## config.mk

```make
export PLATFORM = sky130hd
export DESIGN_NAME = branch_redirect_unit
export DESIGN_NICKNAME = d
export VERILOG_FILES = /design/src/rtl/branch_redirect_unit_pkg.sv /design/src/rtl/branch_redirect_unit_ras_stack.sv /design/src/rtl/branch_redirect_unit.sv
export SDC_FILE = /design/constraint.sdc
export NUM_CORES = 1
export LEC_CHECK = 0
export ABC_AREA = 1
export BUFFER_PORTS_ARGS = -buffer_cell sky130_fd_sc_hd__buf_2
export CORE_ASPECT_RATIO = 1.5
export CORE_UTILIZATION = 50
export CTS_CLUSTER_DIAMETER = 200
export DETAILED_ROUTE_END_ITERATION = 10
export GPL_TIMING_DRIVEN = 0
export PLACE_DENSITY_LB_ADDON = 0.25
export SLEW_MARGIN = 20
export SYNTH_ARGS = -nofsm -noshare
export SYNTH_HDL_FRONTEND = slang
export SYNTH_SLANG_ARGS = --single-unit
```

## constraint.sdc

```tcl
create_clock -name clk_i -period 7 [get_ports clk_i]
set_input_delay 1.4 -clock clk_i [delete_from_list [all_inputs] [get_ports clk_i]]
set_output_delay 1.4 -clock clk_i [all_outputs]
set_load 0.02 [all_outputs]
```

## src/rtl/branch_redirect_unit_pkg.sv

```systemverilog
`default_nettype none
// +----------------------------------------------------------------------------+
// | Module      : branch_redirect_unit_pkg                                     |
// | Description : Constants and types shared across the redirect unit: the     |
// |               datapath word width, the sequential PC increment, the branch |
// |               funct3 encodings and the link-register indices.              |
// | Ports       : none (package)                                               |
// | Revision    : 1.0 - initial release                                        |
// +----------------------------------------------------------------------------+
package branch_redirect_unit_pkg;

  localparam int unsigned      WORD         = 32;
  localparam logic [WORD-1:0]  WORD_ZERO    = '0;
  localparam int unsigned      PC_INCREMENT = 4;

  // Conditional-branch funct3 encodings; 3'b010 and 3'b011 are unused
  // and resolve as not taken.
  typedef enum logic [2:0] {
    F3_BEQ  = 3'b000,
    F3_BNE  = 3'b001,
    F3_BLT  = 3'b100,
    F3_BGE  = 3'b101,
    F3_BLTU = 3'b110,
    F3_BGEU = 3'b111
  } br_funct3_e;

  // Return-address registers: ra (x1) and the alternate link t0 (x5).
  localparam logic [4:0] LINK_RA = 5'd1;
  localparam logic [4:0] LINK_T0 = 5'd5;

  function automatic logic is_link(input logic [4:0] idx);
    return (idx == LINK_RA) || (idx == LINK_T0);
  endfunction

endpackage
`default_nettype wire

```

## src/rtl/branch_redirect_unit_ras_stack.sv

```systemverilog
`default_nettype none
// +----------------------------------------------------------------------------+
// | Module      : ras_stack                                                    |
// | Description : Circular return-address stack. A push onto a full stack      |
// |               overwrites the oldest entry; a pop from an empty stack is    |
// |               ignored. Push and pop together replace the top entry.        |
// | Ports       : clk_i, rst_i (async, active-low)                             |
// |               i_push, i_pop, i_data  - stack operation and push value      |
// |               o_top                  - top entry, zero when empty          |
// |               o_empty                - no valid entries                    |
// | Revision    : 1.0 - initial release                                        |
// +----------------------------------------------------------------------------+
module ras_stack #(
  parameter int unsigned DEPTH = 4,
  parameter int unsigned WIDTH = 32
) (
  input  logic             clk_i,
  input  logic             rst_i,
  input  logic             i_push,
  input  logic             i_pop,
  input  logic [WIDTH-1:0] i_data,
  output logic [WIDTH-1:0] o_top,
  output logic             o_empty
);

  localparam int unsigned      c_PTR_W = (DEPTH > 1) ? $clog2(DEPTH) : 1;
  localparam logic [c_PTR_W:0] c_DEPTH = (c_PTR_W + 1)'(DEPTH);

  logic [WIDTH-1:0]   r_mem [DEPTH];
  logic [c_PTR_W-1:0] r_ptr;   // next write slot; the top lives at r_ptr-1
  logic [c_PTR_W:0]   r_cnt;

  logic [c_PTR_W-1:0] w_top_idx;
  logic               w_empty;
  logic               w_full;

  assign w_top_idx = r_ptr - c_PTR_W'(1);
  assign w_empty   = (r_cnt == '0);
  assign w_full    = (r_cnt == c_DEPTH);

  always_ff @(posedge clk_i or negedge rst_i) begin
    if (!rst_i) begin
      r_ptr <= '0;
      r_cnt <= '0;
      for (int unsigned i = 0; i < DEPTH; i++) begin
        r_mem[i] <= '0;
      end
    end else if (i_push && i_pop && !w_empty) begin
      // Replace: the pop and the push cancel out on pointer and count.
      r_mem[w_top_idx] <= i_data;
    end else if (i_push) begin
      // Power-of-two depth lets the pointer wrap naturally; when full the
      // slot at r_ptr holds the oldest entry, which is the one overwritten.
      r_mem[r_ptr] <= i_data;
      r_ptr        <= r_ptr + c_PTR_W'(1);
      if (!w_full) begin
        r_cnt <= r_cnt + (c_PTR_W + 1)'(1);
      end
    end else if (i_pop && !w_empty) begin
      r_ptr <= w_top_idx;
      r_cnt <= r_cnt - (c_PTR_W + 1)'(1);
    end
  end

  assign o_top   = w_empty ? '0 : r_mem[w_top_idx];
  assign o_empty = w_empty;

endmodule
`default_nettype wire

```

## src/rtl/branch_redirect_unit.sv

```systemverilog
`default_nettype none
// +----------------------------------------------------------------------------+
// | Module      : branch_redirect_unit                                         |
// | Description : Resolves branch/JAL/JALR control flow for the single-cycle   |
// |               core with zero-cycle redirect to the PC generator, and       |
// |               tracks a return-address stack, a sticky misaligned-target    |
// |               flag and saturating performance counters.                   |
// | Ports       : clk_i, rst_i (async, active-low)                             |
// |               valid_i, pc_i, isBranch_i, isJal_i, isJalr_i, funct3_i,      |
// |               rs1Data_i, rs2Data_i, imm_i, rs1Idx_i, rdIdx_i - decode in   |
// |               brAddr_o, brBit_o   - redirect target / taken (comb)         |
// |               linkAddr_o          - pc_i + PC_INC (comb)                   |
// |               rasTop_o, rasEmpty_o, misalign_o                             |
// |               takenCnt_o, rasHitCnt_o, rasMissCnt_o - saturating counters  |
// | Revision    : 1.0 - initial release                                        |
// +----------------------------------------------------------------------------+
module branch_redirect_unit
  import branch_redirect_unit_pkg::*;
#(
  parameter int unsigned WORD_W    = WORD,
  parameter int unsigned RAS_DEPTH = 4,
  parameter int unsigned CNT_W     = 16,
  parameter int unsigned PC_INC    = PC_INCREMENT
) (
  input  logic              clk_i,
  input  logic              rst_i,
  input  logic              valid_i,
  input  logic [WORD_W-1:0] pc_i,
  input  logic              isBranch_i,
  input  logic              isJal_i,
  input  logic              isJalr_i,
  input  logic [2:0]        funct3_i,
  input  logic [WORD_W-1:0] rs1Data_i,
  input  logic [WORD_W-1:0] rs2Data_i,
  input  logic [WORD_W-1:0] imm_i,
  input  logic [4:0]        rs1Idx_i,
  input  logic [4:0]        rdIdx_i,
  output logic [WORD_W-1:0] brAddr_o,
  output logic              brBit_o,
  output logic [WORD_W-1:0] linkAddr_o,
  output logic [WORD_W-1:0] rasTop_o,
  output logic              rasEmpty_o,
  output logic              misalign_o,
  output logic [CNT_W-1:0]  takenCnt_o,
  output logic [CNT_W-1:0]  rasHitCnt_o,
  output logic [CNT_W-1:0]  rasMissCnt_o
);

  logic [WORD_W-1:0] w_pc_tgt;
  logic [WORD_W-1:0] w_jalr_sum;
  logic [WORD_W-1:0] w_jalr_tgt;
  logic              w_eq;
  logic              w_lt_s;
  logic              w_lt_u;
  logic              w_cond;
  logic              w_taken;
  logic [WORD_W-1:0] w_target;
  logic              w_rd_link;
  logic              w_rs1_link;
  logic              w_push;
  logic              w_pop;
  logic              w_hit;
  logic              w_miss;
  logic [WORD_W-1:0] w_ras_top;
  logic              w_ras_empty;

  logic              r_misalign;
  logic [CNT_W-1:0]  r_taken_cnt;
  logic [CNT_W-1:0]  r_hit_cnt;
  logic [CNT_W-1:0]  r_miss_cnt;

  // Target adders; all sums wrap modulo 2^WORD_W.
  assign w_pc_tgt   = pc_i + imm_i;
  assign w_jalr_sum = rs1Data_i + imm_i;
  assign w_jalr_tgt = {w_jalr_sum[WORD_W-1:1], 1'b0};
  assign linkAddr_o = pc_i + WORD_W'(PC_INC);

  assign w_eq   = (rs1Data_i == rs2Data_i);
  assign w_lt_s = ($signed(rs1Data_i) < $signed(rs2Data_i));
  assign w_lt_u = (rs1Data_i < rs2Data_i);

  always_comb begin
    w_cond = 1'b0;
    case (br_funct3_e'(funct3_i))
      F3_BEQ:  w_cond = w_eq;
      F3_BNE:  w_cond = !w_eq;
      F3_BLT:  w_cond = w_lt_s;
      F3_BGE:  w_cond = !w_lt_s;
      F3_BLTU: w_cond = w_lt_u;
      F3_BGEU: w_cond = !w_lt_u;
      default: w_cond = 1'b0;
    endcase
  end

  // JALR outranks JAL, which outranks a conditional branch.
  always_comb begin
    w_taken  = 1'b0;
    w_target = '0;
    if (valid_i) begin
      if (isJalr_i) begin
        w_target = w_jalr_tgt;
        w_taken  = 1'b1;
      end else if (isJal_i) begin
        w_target = w_pc_tgt;
        w_taken  = 1'b1;
      end else if (isBranch_i) begin
        w_target = w_pc_tgt;
        w_taken  = w_cond;
      end
    end
  end

  assign brAddr_o = w_target;
  assign brBit_o  = w_taken;

  // Return-address stack hints. A JALR that links through the same register
  // it jumps through is a plain call (push only); differing link registers
  // make it a coroutine swap (pop then push, i.e. replace the top).
  assign w_rd_link  = is_link(rdIdx_i);
  assign w_rs1_link = is_link(rs1Idx_i);
  assign w_push     = valid_i && (isJalr_i || isJal_i) && w_rd_link;
  assign w_pop      = valid_i && isJalr_i && w_rs1_link &&
                      !(w_rd_link && (rdIdx_i == rs1Idx_i));
  assign w_hit      = w_pop && !w_ras_empty && (w_ras_top == w_jalr_tgt);
  assign w_miss     = w_pop && !w_hit;

  ras_stack #(
    .DEPTH (RAS_DEPTH),
    .WIDTH (WORD_W)
  ) u_ras (
    .clk_i   (clk_i),
    .rst_i   (rst_i),
    .i_push  (w_push),
    .i_pop   (w_pop),
    .i_data  (linkAddr_o),
    .o_top   (w_ras_top),
    .o_empty (w_ras_empty)
  );

  assign rasTop_o   = w_ras_top;
  assign rasEmpty_o = w_ras_empty;

  always_ff @(posedge clk_i or negedge rst_i) begin
    if (!rst_i) begin
      r_misalign  <= 1'b0;
      r_taken_cnt <= '0;
      r_hit_cnt   <= '0;
      r_miss_cnt  <= '0;
    end else begin
      if (w_taken && (w_target[1:0] != 2'b00)) begin
        r_misalign <= 1'b1;
      end
      if (w_taken && (r_taken_cnt != '1)) begin
        r_taken_cnt <= r_taken_cnt + CNT_W'(1);
      end
      if (w_hit && (r_hit_cnt != '1)) begin
        r_hit_cnt <= r_hit_cnt + CNT_W'(1);
      end
      if (w_miss && (r_miss_cnt != '1)) begin
        r_miss_cnt <= r_miss_cnt + CNT_W'(1);
      end
    end
  end

  assign misalign_o   = r_misalign;
  assign takenCnt_o   = r_taken_cnt;
  assign rasHitCnt_o  = r_hit_cnt;
  assign rasMissCnt_o = r_miss_cnt;

endmodule
`default_nettype wire

```

**After elaboration in Yosys (flattened, before gate mapping)**

Cells that the tools add are included.

- Magnitude comparators: 6
- Bitwise gates (word level): 3
- Reductions and logical operators: 33
- Equal/unequal tests: 17
- Add/subtract/negate cells: 10
- Mux-type cells: 26

Operators by type and width:

| kind | number |
|---|---|
| $mux W32 | 9 |
| $bwmux W128 | 2 |
| $mux W128 | 2 |
| $demux W32 S2 | 2 |
| $add A32 B32 Y32 | 2 |
| $bmux W32 S2 | 1 |
| $eq A32 B32 Y1 | 2 |
| $lt A32 B32 Y1 | 2 |
| $add A16 B1 Y16 const B | 3 |
| $ne A16 B16 Y1 const B | 3 |
| $add A32 B3 Y32 const B | 1 |
| $logic_and A1 B1 Y1 | 17 |
| $eq A3 B3 Y1 const B | 5 |
| $eq A5 B1 Y1 const B | 2 |
| $eq A5 B3 Y1 const B | 2 |
| $mux W3 | 3 |
| $ge A3 B3 Y1 const B | 2 |
| $logic_not A1 Y1 | 6 |
| $logic_not A3 Y1 | 2 |
| $lt A3 B1 Y1 const B | 2 |
| $not A2 Y3 | 2 |
| $pmux W1 S6 | 1 |
| $reduce_bool A2 Y1 | 3 |
| $eq A5 B5 Y1 | 1 |
| 12 further kinds | 18 |

- Output and inout bits: 147
- Input port bits: 147
- Bits in registers: 182

**Logic depth before layout (Yosys ltp)**

Gate-level depths: netlist of the first run.

- Word-level depth: 11
- Depth in mapped cells: 26
- Depth with buffers taken out: 21

**Hierarchy**

Synthesis of the first run repeated with hierarchy kept, for this count alone.

- Cell total of the unflattened synthesis: 2724
- Area, all modules: 17102.7 sq um

By module, submodules not included:

| module | area an instance (sq um) | times used | sequential area each (sq um) | cells an instance |
|---|---|---|---|---|
| branch_redirect_unit | 10358.7 | 1 | 1226.2 | 1847 |
| ras_stack | 6744.0 | 1 | 3328.2 | 877 |

**Worst setup path after synthesis of the first run**

Ideal clock, no wire load.

- Path kind: input to output
- From: in pc_i[0]
- To: out brAddr_o[28]
- Arrival time: 3.666 ns
- Path buffers: 0
- Setup slack: 1.934 ns
- Stages: 14
- Cells stage by stage: ha_1 -> fa_1 -> nand2_1 -> nand3_1 -> o21ai_0 -> o21ai_0 -> a21o_1 -> nand2_1 -> nand2_1 -> a21oi_1 -> o21ai_0 -> nand2_1 -> a21oi_1 -> o21ai_0

- Word-level cells in the longest chain between the ends: 5

RTL lines:

| item | line | RTL |
|---|---|---|
| from (decl) | branch_redirect_unit.sv:28 | `input logic [WORD_W-1:0] pc_i,` |
| $add A32 B32 Y32 (*) | branch_redirect_unit.sv:73 | `assign w_pc_tgt = pc_i + imm_i;` |
| $mux W32 | branch_redirect_unit.sv:106 | `end else if (isBranch_i) begin` |
| $mux W32 (*) | branch_redirect_unit.sv:103 | `end else if (isJal_i) begin` |
| $mux W32 (*) | branch_redirect_unit.sv:100 | `if (isJalr_i) begin` |
| $mux W32 (*) | branch_redirect_unit.sv:99 | `if (valid_i) begin` |
| to (decl) | branch_redirect_unit.sv:38 | `output logic [WORD_W-1:0] brAddr_o,` |

Every way passes the cells marked *; elsewhere a longest branch is shown, timed or not.

**Worst setup path after layout of the first run**

- From: in rs1Data_i[31]
- To: out brBit_o

- Word-level cells in the longest chain between the ends: 7

RTL lines:

| item | line | RTL |
|---|---|---|
| from (decl) | branch_redirect_unit.sv:33 | `input logic [WORD_W-1:0] rs1Data_i,` |
| $lt A32 B32 Y1 (tied with other cells) | branch_redirect_unit.sv:80 | `assign w_lt_u = (rs1Data_i < rs2Data_i);` |
| $logic_not A1 Y1 (on tied branches) | branch_redirect_unit.sv:90, branch_redirect_unit.sv:86, branch_redirect_unit.sv:88 |  |
| $pmux W1 S6 (*) | branch_redirect_unit.sv:84 | `case (br_funct3_e'(funct3_i))` |
| $mux W1 (*) | branch_redirect_unit.sv:106 |  |
| $mux W1 (*) | branch_redirect_unit.sv:103 |  |
| $mux W1 (*) | branch_redirect_unit.sv:100 |  |
| $mux W1 (*) | branch_redirect_unit.sv:99 |  |
| to (decl) | branch_redirect_unit.sv:39 | `output logic brBit_o,` |

Marked as above.

==> results of run 1 <==
## critical path, stage by stage
cell	delay (ps)
buf_2	120
ha_1	330
nand2_1	80
nor2_1	160
nand3_1	150
nor3b_1	610
nand4_1	470
o21ai_0	290
a21oi_1	60
inv_1	60
nand2_1	50
o21ai_0	540
nand2_1	160
buf_2	290
buf_1	270
buf_2	220
## worst paths after layout
| path | start | endpoint | slack [ps] | depth (start not counted) |
|---|---|---|---|---|
| worst max-delay path | rs1Data_i[31] | brBit_o | 310 | 16 |
| worst min-delay path | misalign_o$_DFFE_PN0P_ | misalign_o$_DFFE_PN0P_ | 470 | 2 |
| worst max register to register | u_ras.r_ptr[0]$_DFFE_PN0P_ | rasMissCnt_o[6]$_DFFE_PN0P_ | 2060 | 24 |
| worst min register to register | misalign_o$_DFFE_PN0P_ | misalign_o$_DFFE_PN0P_ | 470 | 2 |
| max in group asynchronous | rst_i | rasHitCnt_o[13]$_DFFE_PN0P_ | 5090 | 3 |
| min in group asynchronous | rst_i | u_ras.r_mem[38]$_DFFE_PN0P_ | 810 | 1 |
## sequential cells by signal, summed over array words and instances, names as in the netlist
signal,count
u_ras.r_mem,128
rasHitCnt_o,16
rasMissCnt_o,16
takenCnt_o,16
u_ras.r_cnt,3
u_ras.r_ptr,2
misalign_o,1
## cell usage after synthesis, drive strengths merged
master	instances	area, um^2
o22ai	17	106
a21o	4	30.0
a32o	1	10.0
a21oi	108	548
o21a	3	22.5
and2	1	6.26
or2	6	37.5
o211ai	5	37.5
ha	103	1290
inv	378	1420
nor4	10	62.6
nor4b	1	8.76
fa	3	60.1
o21bai	5	37.5
dfrtp	182	4550
nand3	167	873
a31oi	5	31.3
or4	1	7.51
o221ai	3	26.3
nor3	35	195
o21ai	222	1110
buf	32	214
nand3b	20	150
clkbuf	34	128
xor2	49	429
nor2	265	1060
a221oi	1	8.76
a21boi	1	7.51
a211oi	2	15.0
nand2	828	3120
xnor3	1	22.5
nand4	64	400
nor2b	1	6.26
xnor2	23	201
nor3b	5	37.5
clkinv	7	27.5
## cell families after synthesis
| group | count (synthesis) |
|---|---|
| adder cells (fa/ha/maj) | 106 |
| XOR/XNOR | 73 |
| AO/OA/AOI/OAI | 377 |
| AND/OR/NAND/NOR | 1404 |
| buffers and inverters | 451 |
| flip-flops | 182 |
## per-stage QoR
stage / hold WS (ps) / utilization / power [mW] / std cells
after global placement: 443 / 0.572 / 4.64 / 3296
final: 465 / 0.594 / 5.77 / 3331
after CTS: 470 / 0.593 / 5.70 / 3328
after detailed placement: 453 / 0.574 / 4.70 / 3298
after floorplan: 448 / - / 3.56 / 2593
after global routing: 505 / 0.593 / 6.13 / 3330
## per-layer routing
| layer | global-route usage | wire length [um] |
|---|---|---|
| met2 | 0.692 | 32300 |
| met3 | 0.0448 | 3400 |
| met5 | 0 | 0 |
| met1 | 0.408 | 23200 |
| met4 | 0.286 | 5180 |
## cell type report
cell class              count  area share
repair buffers            295      0.0808
diodes                      3    0.000396
inverters                 385      0.0764
multi-input cells        1960       0.525
clock inverters             7     0.00495
clock buffers              23      0.0268
flip-flops and latches    182       0.240
plain buffers              66      0.0180
well taps                 410      0.0271
## report_power, final
group	switching (mW)	total, mW	internal (mW)
logic	2.30	3.31	1.02
clock network	0.413	0.991	0.579
registers	0.158	1.47	1.31
total	2.87	5.77	2.90
==> metrics.txt, run 1 <==
Die Footprint ~33000 um^2; HPWL Detailed 52.9 mm; CTS Buf Count 17; Layout Nets ~3.2k; f_max 0.149 GHz; core footprint 31900 um^2; Distinct cells, synth 52; Seq. cell area 4550 um^2; Post-Syn Instances 2593; Die X 149 um; Port Buffers roughly 290; Post-Route WL 64.0 mm; Resized Gates After CTS 0; Critical Path AT 5290 ps; most frequent cells in the layout 825 x nand2_1, 349 x inv_1, 307 x buf_2, 256 x nor2_1, 182 x dfrtp_1; Syn Area/Cell ~6.3 um^2; final hold vios 0; area used by multi-input combinational logic about 10000 um^2; Post-Syn Area roughly 16000 um^2; DR vias/cell ~5.6; WS Path Type input port to output port; global-route usage over all layers 0.386; via count around 19k; yosys warns 0; design area 19000 um^2; H-Tree Level Count 4; Worst EP required about 5600 ps; unrepaired setup endpoints after global routing false; Die Y-Extent around 220 um; Compound-Gate Fraction of Synth Area 0.122; clock latency on the worst-skew pair between 400 and 500 ps; synthesized net count ~2.8k; final worst slack ~300 ps; Post-Synth XOR/XNOR Area 0.0401; Starting Density 0.510; Ports 294; Worst-path clk slew 70 ps; post-synthesis register bit count about 180; hold_buf cts 0; Clock Root Buffer clkbuf_16; Leak Pwr around 11 nW; simple-gate share of the synthesized area 0.366; Fin Setup TNS 0 ps; post-synthesis sequential area ratio 0.279; Max FO, Critical Path 11; commonest non-fill, non-tap cell in the layout nand2_1; Routed Antenna Nets 0; Max VDD drop 0.179 mV; Clock Sink Count 182; Wirelength per Cell between 15 and 20 um; grt ovf 0; fill cell count about 3.1k; layout cells sized above 1 0.142; startpoint types input port; row count 80; fin crit period roughly 6700 ps; Least-Margin Pin Slew 964 ps; first-pass GRT wire length between 90 and 100 mm; Area Growth Syn to Fin 16.3%; Clock Tree Buf Depth 2; Relative slew margins 0.355; postcts setup bufs 0; adder and majority gate portion of the synthesized area 0.0828; DR DRC count 0; multiplexer share of the synthesized area 0; post-placement setup slack 157 ps; Tcrit/Tclk final 0.956; max-slew violations 0; status finished, final reports clean; initial antenna violation count 3; vias in the first global route between 15k and 20k; Setup Skew approximately 7.9 ps; Setup Viol. Count Final 0; Hold Crit Class register to register; endpoint class of the critical path output port; TritonCTS clock tree built; RD Place Congestion approximately 1; DR iter-0 viols around 1.4k; largest family of logic cells by synthesized area simple AND/OR/NAND/NOR gates; First-pass DRT Iterations 5; placed cell area roughly 18000 um^2; total of max-cap violations 0; Cell Pwr Density about 300 nW/um^2; largest net degree at the start of global routing 84
Note: power is estimated with default switching activity, not from simulation.
==> inputs of run 2 (changes only) <==
--- a/config.mk
+++ b/config.mk
@@ -7,13 +7,13 @@
 export LEC_CHECK = 0
 export ABC_AREA = 1
 export BUFFER_PORTS_ARGS = -buffer_cell sky130_fd_sc_hd__buf_2
-export CORE_ASPECT_RATIO = 1.5
+export CORE_ASPECT_RATIO = 1.1
 export CORE_UTILIZATION = 50
 export CTS_CLUSTER_DIAMETER = 200
 export DETAILED_ROUTE_END_ITERATION = 10
 export GPL_TIMING_DRIVEN = 0
 export PLACE_DENSITY_LB_ADDON = 0.25
-export SLEW_MARGIN = 20
+export SLEW_MARGIN = 5
 export SYNTH_ARGS = -nofsm -noshare
 export SYNTH_HDL_FRONTEND = slang
 export SYNTH_SLANG_ARGS = --single-unit
==> metrics.txt, run 2 (synthesis gave the netlist of run 1 again) <==
postcts setup bufs 0; grt ovf 0; commonest non-fill, non-tap cell in the layout nand2_1; Layout Nets between 3k and 4k; endpoint class of the critical path output port; clock latency on the worst-skew pair 440 ps; Leak Pwr 10.6 nW; Starting Density 0.514; CP cell instances buf_2, ha_1, nand2_1, nor2_1, nand3_1, nor3b_1, nand4_1, o21ai_0, a21oi_1, inv_1, nand2_1, o21ai_0, nand2_1, buf_2, buf_1, buf_2; Net Sw Frac 0.498; internal power 2.90 mW; CTS Buf Count 17; max-slew violations 0; Die Y-Extent between 150 and 200 um; startpoint types input port; Clock Root Buffer clkbuf_16; largest register by flop count u_ras.r_mem; TritonCTS clock tree built; GR peak layer met2; Cell Pwr Density approximately 300 nW/um^2; Tcrit/Tclk final 0.883; hold_buf cts 0; met2 Resource Use GR 0.623; Clock Tree Buf Depth 2; f_max roughly 0.16 GHz; layout cells sized above 1 0.142; total of max-cap violations 0; crit-path max cell delay about 500 ps; Clk pwr share 0.176; Relative slew margins 0.434; Area Growth Syn to Fin 16.3%; met3 usage 0.0475; WS Path Type input port to output port; Max VDD drop approximately 0.24 mV; core footprint around 32000 um^2; Clock Sink Count around 180; first-pass GRT wire length about 94 mm; Critical-path top delay cell nor3b_1; max FFs per register between 100 and 150; Die Footprint between 30000 and 40000 um^2; First-pass DRT Iterations 8; Critical Path AT between 4000 and 5000 ps; Port Buffers just under 300; Setup Skew roughly 14 ps; RD Place Congestion ~1; Routed Antenna Nets 0; HPWL Detailed a little over 50 mm; fin crit period between 6000 and 7000 ps; Worst EP required approximately 5600 ps; P_sw approximately 2.9 mW; Setup Viol. Count Final 0; DR vias/cell roughly 5.6; H-Tree Level Count 4; vias in the first global route about 18k; DR iter-0 viols 1362; most frequent cells in the layout 825 x nand2_1, 349 x inv_1, 307 x buf_2, 256 x nor2_1, 182 x dfrtp_1; Wirelength per Cell about 18 um; status finished, final reports clean; row count approximately 70; unrepaired setup endpoints after global routing false; Hold Crit Class register to register; Resized Gates After CTS 0; sequential fraction of design power 0.255; largest net degree at the start of global routing approximately 100; Post-Route WL around 61 mm; combinational share of power 0.570; met1 track demand over resource 0.450; Worst-path clk slew roughly 70 ps; via count roughly 19k; global-route usage over all layers 0.368; Die X 174 um; Max FO, Critical Path 10; DR DRC count 0; final hold vios 0; fill cell count roughly 3.2k; Least-Margin Pin Slew ~850 ps; final core utilization 0.597; initial antenna violation count 5; Ports 294; Fin Setup TNS 0 ps
[run 2: power by group through the flow]
stage	logic, mW	clock network [mW]	registers (mW)
final	3.29	1.01	1.47
after global routing	3.57	1.07	1.50
after CTS	3.23	1.02	1.46
after global placement	3.16	0	1.47
after floorplan	2.11	0	1.45
after detailed placement	3.21	0	1.48
[run 2: critical path, delay by kind of cell]
kind,cells,cell delay (ps)
AOI/OAI and AO/OA,3,630
buffers and inverters,5,960
and+or+nand+nor,7,1450
adders and majority gates,1,320
[run 2: cell type report]
cell class / instances / area [um^2] / area share
clock buffers: 19 / 443 / 0.0234
inverters: 385 / 1450 / 0.0764
clock inverters: 13 / 170 / 0.00898
diodes: 7 / 17.5 / 0.000924
multi-input cells: 1960 / 9950 / 0.525
repair buffers: 294 / 1500 / 0.0793
flip-flops and latches: 182 / 4550 / 0.240
plain buffers: 66 / 342 / 0.0180
well taps: 420 / 526 / 0.0277
[run 2: metrics by stage]
stage / instance area [um^2] / std cells / total power, mW / worst slack [ps] / hold slack (ps)
after global placement: 18300 / 3306 / 4.63 / 881 / 445
after detailed placement: 18300 / 3307 / 4.69 / 859 / 458
after floorplan: 16300 / 2593 / 3.56 / 1930 / 448
after CTS: 18900 / 3339 / 5.71 / 854 / 475
after global routing: 19000 / 3344 / 6.13 / 658 / 496
final: 19000 / 3346 / 5.77 / 819 / 478
[run 2: path summary, 6_finish.rpt]
| kind | to | from | slack, ps | depth (start not counted) |
|---|---|---|---|---|
| min reg2reg | misalign_o$_DFFE_PN0P_ | misalign_o$_DFFE_PN0P_ | 480 | 2 |
| min in group asynchronous | rasMissCnt_o[12]$_DFFE_PN0P_ | rst_i | 930 | 1 |
| max | brBit_o | rs1Data_i[31] | 820 | 16 |
| min | misalign_o$_DFFE_PN0P_ | misalign_o$_DFFE_PN0P_ | 480 | 2 |
| max in group asynchronous | u_ras.r_mem[62]$_DFFE_PN0P_ | rst_i | 5140 | 2 |
| max reg2reg | rasHitCnt_o[7]$_DFFE_PN0P_ | u_ras.r_ptr[0]$_DFFE_PN0P_ | 2400 | 22 |
[run 2: metal layers]
layer / routed length (um) / up-vias
li1: - / 8955
met1: 24800 / 8664
met2: 29100 / 805
met3: 3990 / 163
met4: 3600 / 0
met5: 0 / -
==> inputs of run 3 (changes only) <==
--- a/config.mk
+++ b/config.mk
@@ -13,6 +13,7 @@
 export DETAILED_ROUTE_END_ITERATION = 10
 export GPL_TIMING_DRIVEN = 0
 export PLACE_DENSITY_LB_ADDON = 0.25
+export REMOVE_ABC_BUFFERS = 1
 export SLEW_MARGIN = 5
 export SYNTH_ARGS = -nofsm -noshare
 export SYNTH_HDL_FRONTEND = slang
==> metrics.txt, run 3 (synthesis gave the netlist of run 1 again) <==
DR DRC count 0; Hold Crit Class register to register; core footprint between 30000 and 40000 um^2; Relative slew margins 0.0951; Layout Nets slightly above 3k; clock latency on the worst-skew pair around 440 ps; postcts setup bufs 0; Worst EP required around 5600 ps; GR peak layer met2; layout cells sized above 1 0.137; commonest non-fill, non-tap cell in the layout nand2_1; vias in the first global route between 15k and 20k; Clock Sink Count about 180; min-delay src u_ras.r_mem[9]$_DFFE_PN0P_; H-Tree Level Count 4; Port Buffers just under 300; unrepaired setup endpoints after global routing false; Post-Route WL roughly 55 mm; WHS Path Cells 2; Cell Pwr Density between 300 and 400 nW/um^2; Wirelength per Cell ~17 um; r2r worst-path depth 16; largest register by flop count u_ras.r_mem; total power 5.60 mW; Setup Viol. Count Final 0; fin crit period approximately 6000 ps; f_max between 0.15 and 0.2 GHz; met2 Resource Use GR 0.560; Critical Path AT approximately 4800 ps; Clock Root Buffer clkbuf_16; endpoint class of the critical path output port; hold_buf cts 0; First-pass DRT Iterations 6; Area Growth Syn to Fin 14.4%; R2R Path End rasMissCnt_o[7]$_DFFE_PN0P_; Ports 294; max-slew violations 0; Tcrit/Tclk final 0.883; CTS Buf Count 17; CP Launch Point u_ras.r_ptr[0]$_DFFE_PN0P_; Worst R2R Setup Slack approximately 1100 ps; RD Place Congestion between 0.9 and 1; Hold Path End u_ras.r_mem[9]$_DFFE_PN0P_; Die Y-Extent roughly 190 um; WS Path Type register to output port; Fin Setup TNS 0 ps; initial antenna violation count 8; Starting Density 0.514; Setup Skew 12.8 ps; total of max-cap violations 0; post-placement setup slack 960 ps; met1 track demand over resource 0.432; DR vias/cell between 5 and 6; status finished, final reports clean; max FFs per register between 100 and 150; via count about 18k; final worst slack 816 ps; Leak Pwr around 10 nW; Routed Antenna Nets 0; Resized Gates After CTS 0; row count 68; met3 usage 0.0290; Die X ~170 um; first-pass GRT wire length between 80 and 90 mm; Worst R2R Start u_ras.r_ptr[0]$_DFFE_PN0P_; Least-Margin Pin Slew ~1400 ps; startpoint types register; grt ovf 0; Worst-path clk slew 70 ps; HPWL Detailed around 44 mm; Max VDD drop 0.183 mV; global-route usage over all layers 0.330; final hold vios 0; Clock Tree Buf Depth 2; DR iter-0 viols around 1.4k; TritonCTS clock tree built; Max FO, Critical Path 74; Die Footprint roughly 33000 um^2; largest net degree at the start of global routing between 100 and 150; most frequent cells in the layout 824 x nand2_1, 349 x inv_1, 292 x buf_2, 255 x nor2_1, 181 x dfrtp_1
==> run 3: changes by cell type in the layout (fill, tap and decap cells not counted), sizes merged <==
cell      previous run  this run
clkinvlp             3         5
clkbuf              53        18
buf                326       295
diode                7        10
clkinv              10         9
==> run 3: final cells by class <==
type	count	area, um^2
antenna	10	25.0
clock inverter	14	173
multi-input combinational	1960	9960
fill	3184	13100
timing repair buffer	295	1520
inverter	385	1450
clock buffer	18	439
sequential	182	4560
tap	420	526
==> run 3: routing by layer <==
layer | vias to the layer above | share of wire | wire length (um)
met1 | 8284 | 0.43 | 23700
met2 | 684 | 0.47 | 26200
met5 | - | 0 | 0
li1 | 8805 | - | -
met4 | 0 | 0.037 | 2020
met3 | 96 | 0.062 | 3460
==> run 3: worst max-delay path: stages, from the launching register on <==
cell,delay [ps]
dfrtp_4,990
inv_4,480
ha_2,1050
inv_2,550
a21oi_1,240
o21ai_1,90
a21oi_1,590
buf_2,290
==> run 3: worst max-delay path by stage <==
stage	end	slack [ps]
5_1_grt	rasTop_o[15]	650
3_5_place_dp	brBit_o	960
2_1_floorplan	rasTop_o[15]	1710
3_3_place_gp	rasMissCnt_o[7]$_DFFE_PN0P_	-980
6_report	rasTop_o[15]	820
4_1_cts	rasTop_o[15]	920
==> run 3: power by group <==
group | internal (mW) | switching (mW)
sequential | 1.31 | 0.223
combinational | 0.942 | 2.12
clock | 0.575 | 0.440
total | 2.83 | 2.78
==> run 3: through the flow <==
step / instance area [um^2] / cells / utilization / hold WS [ps]
after global placement: 17900 / 3240 / 0.566 / 444
after floorplan: 16000 / 2527 / - / 448
final: 18700 / 3284 / 0.588 / 485
after detailed placement: 18000 / 3242 / 0.568 / 468
after CTS: 18600 / 3274 / 0.587 / 485
after global routing: 18600 / 3282 / 0.588 / 506
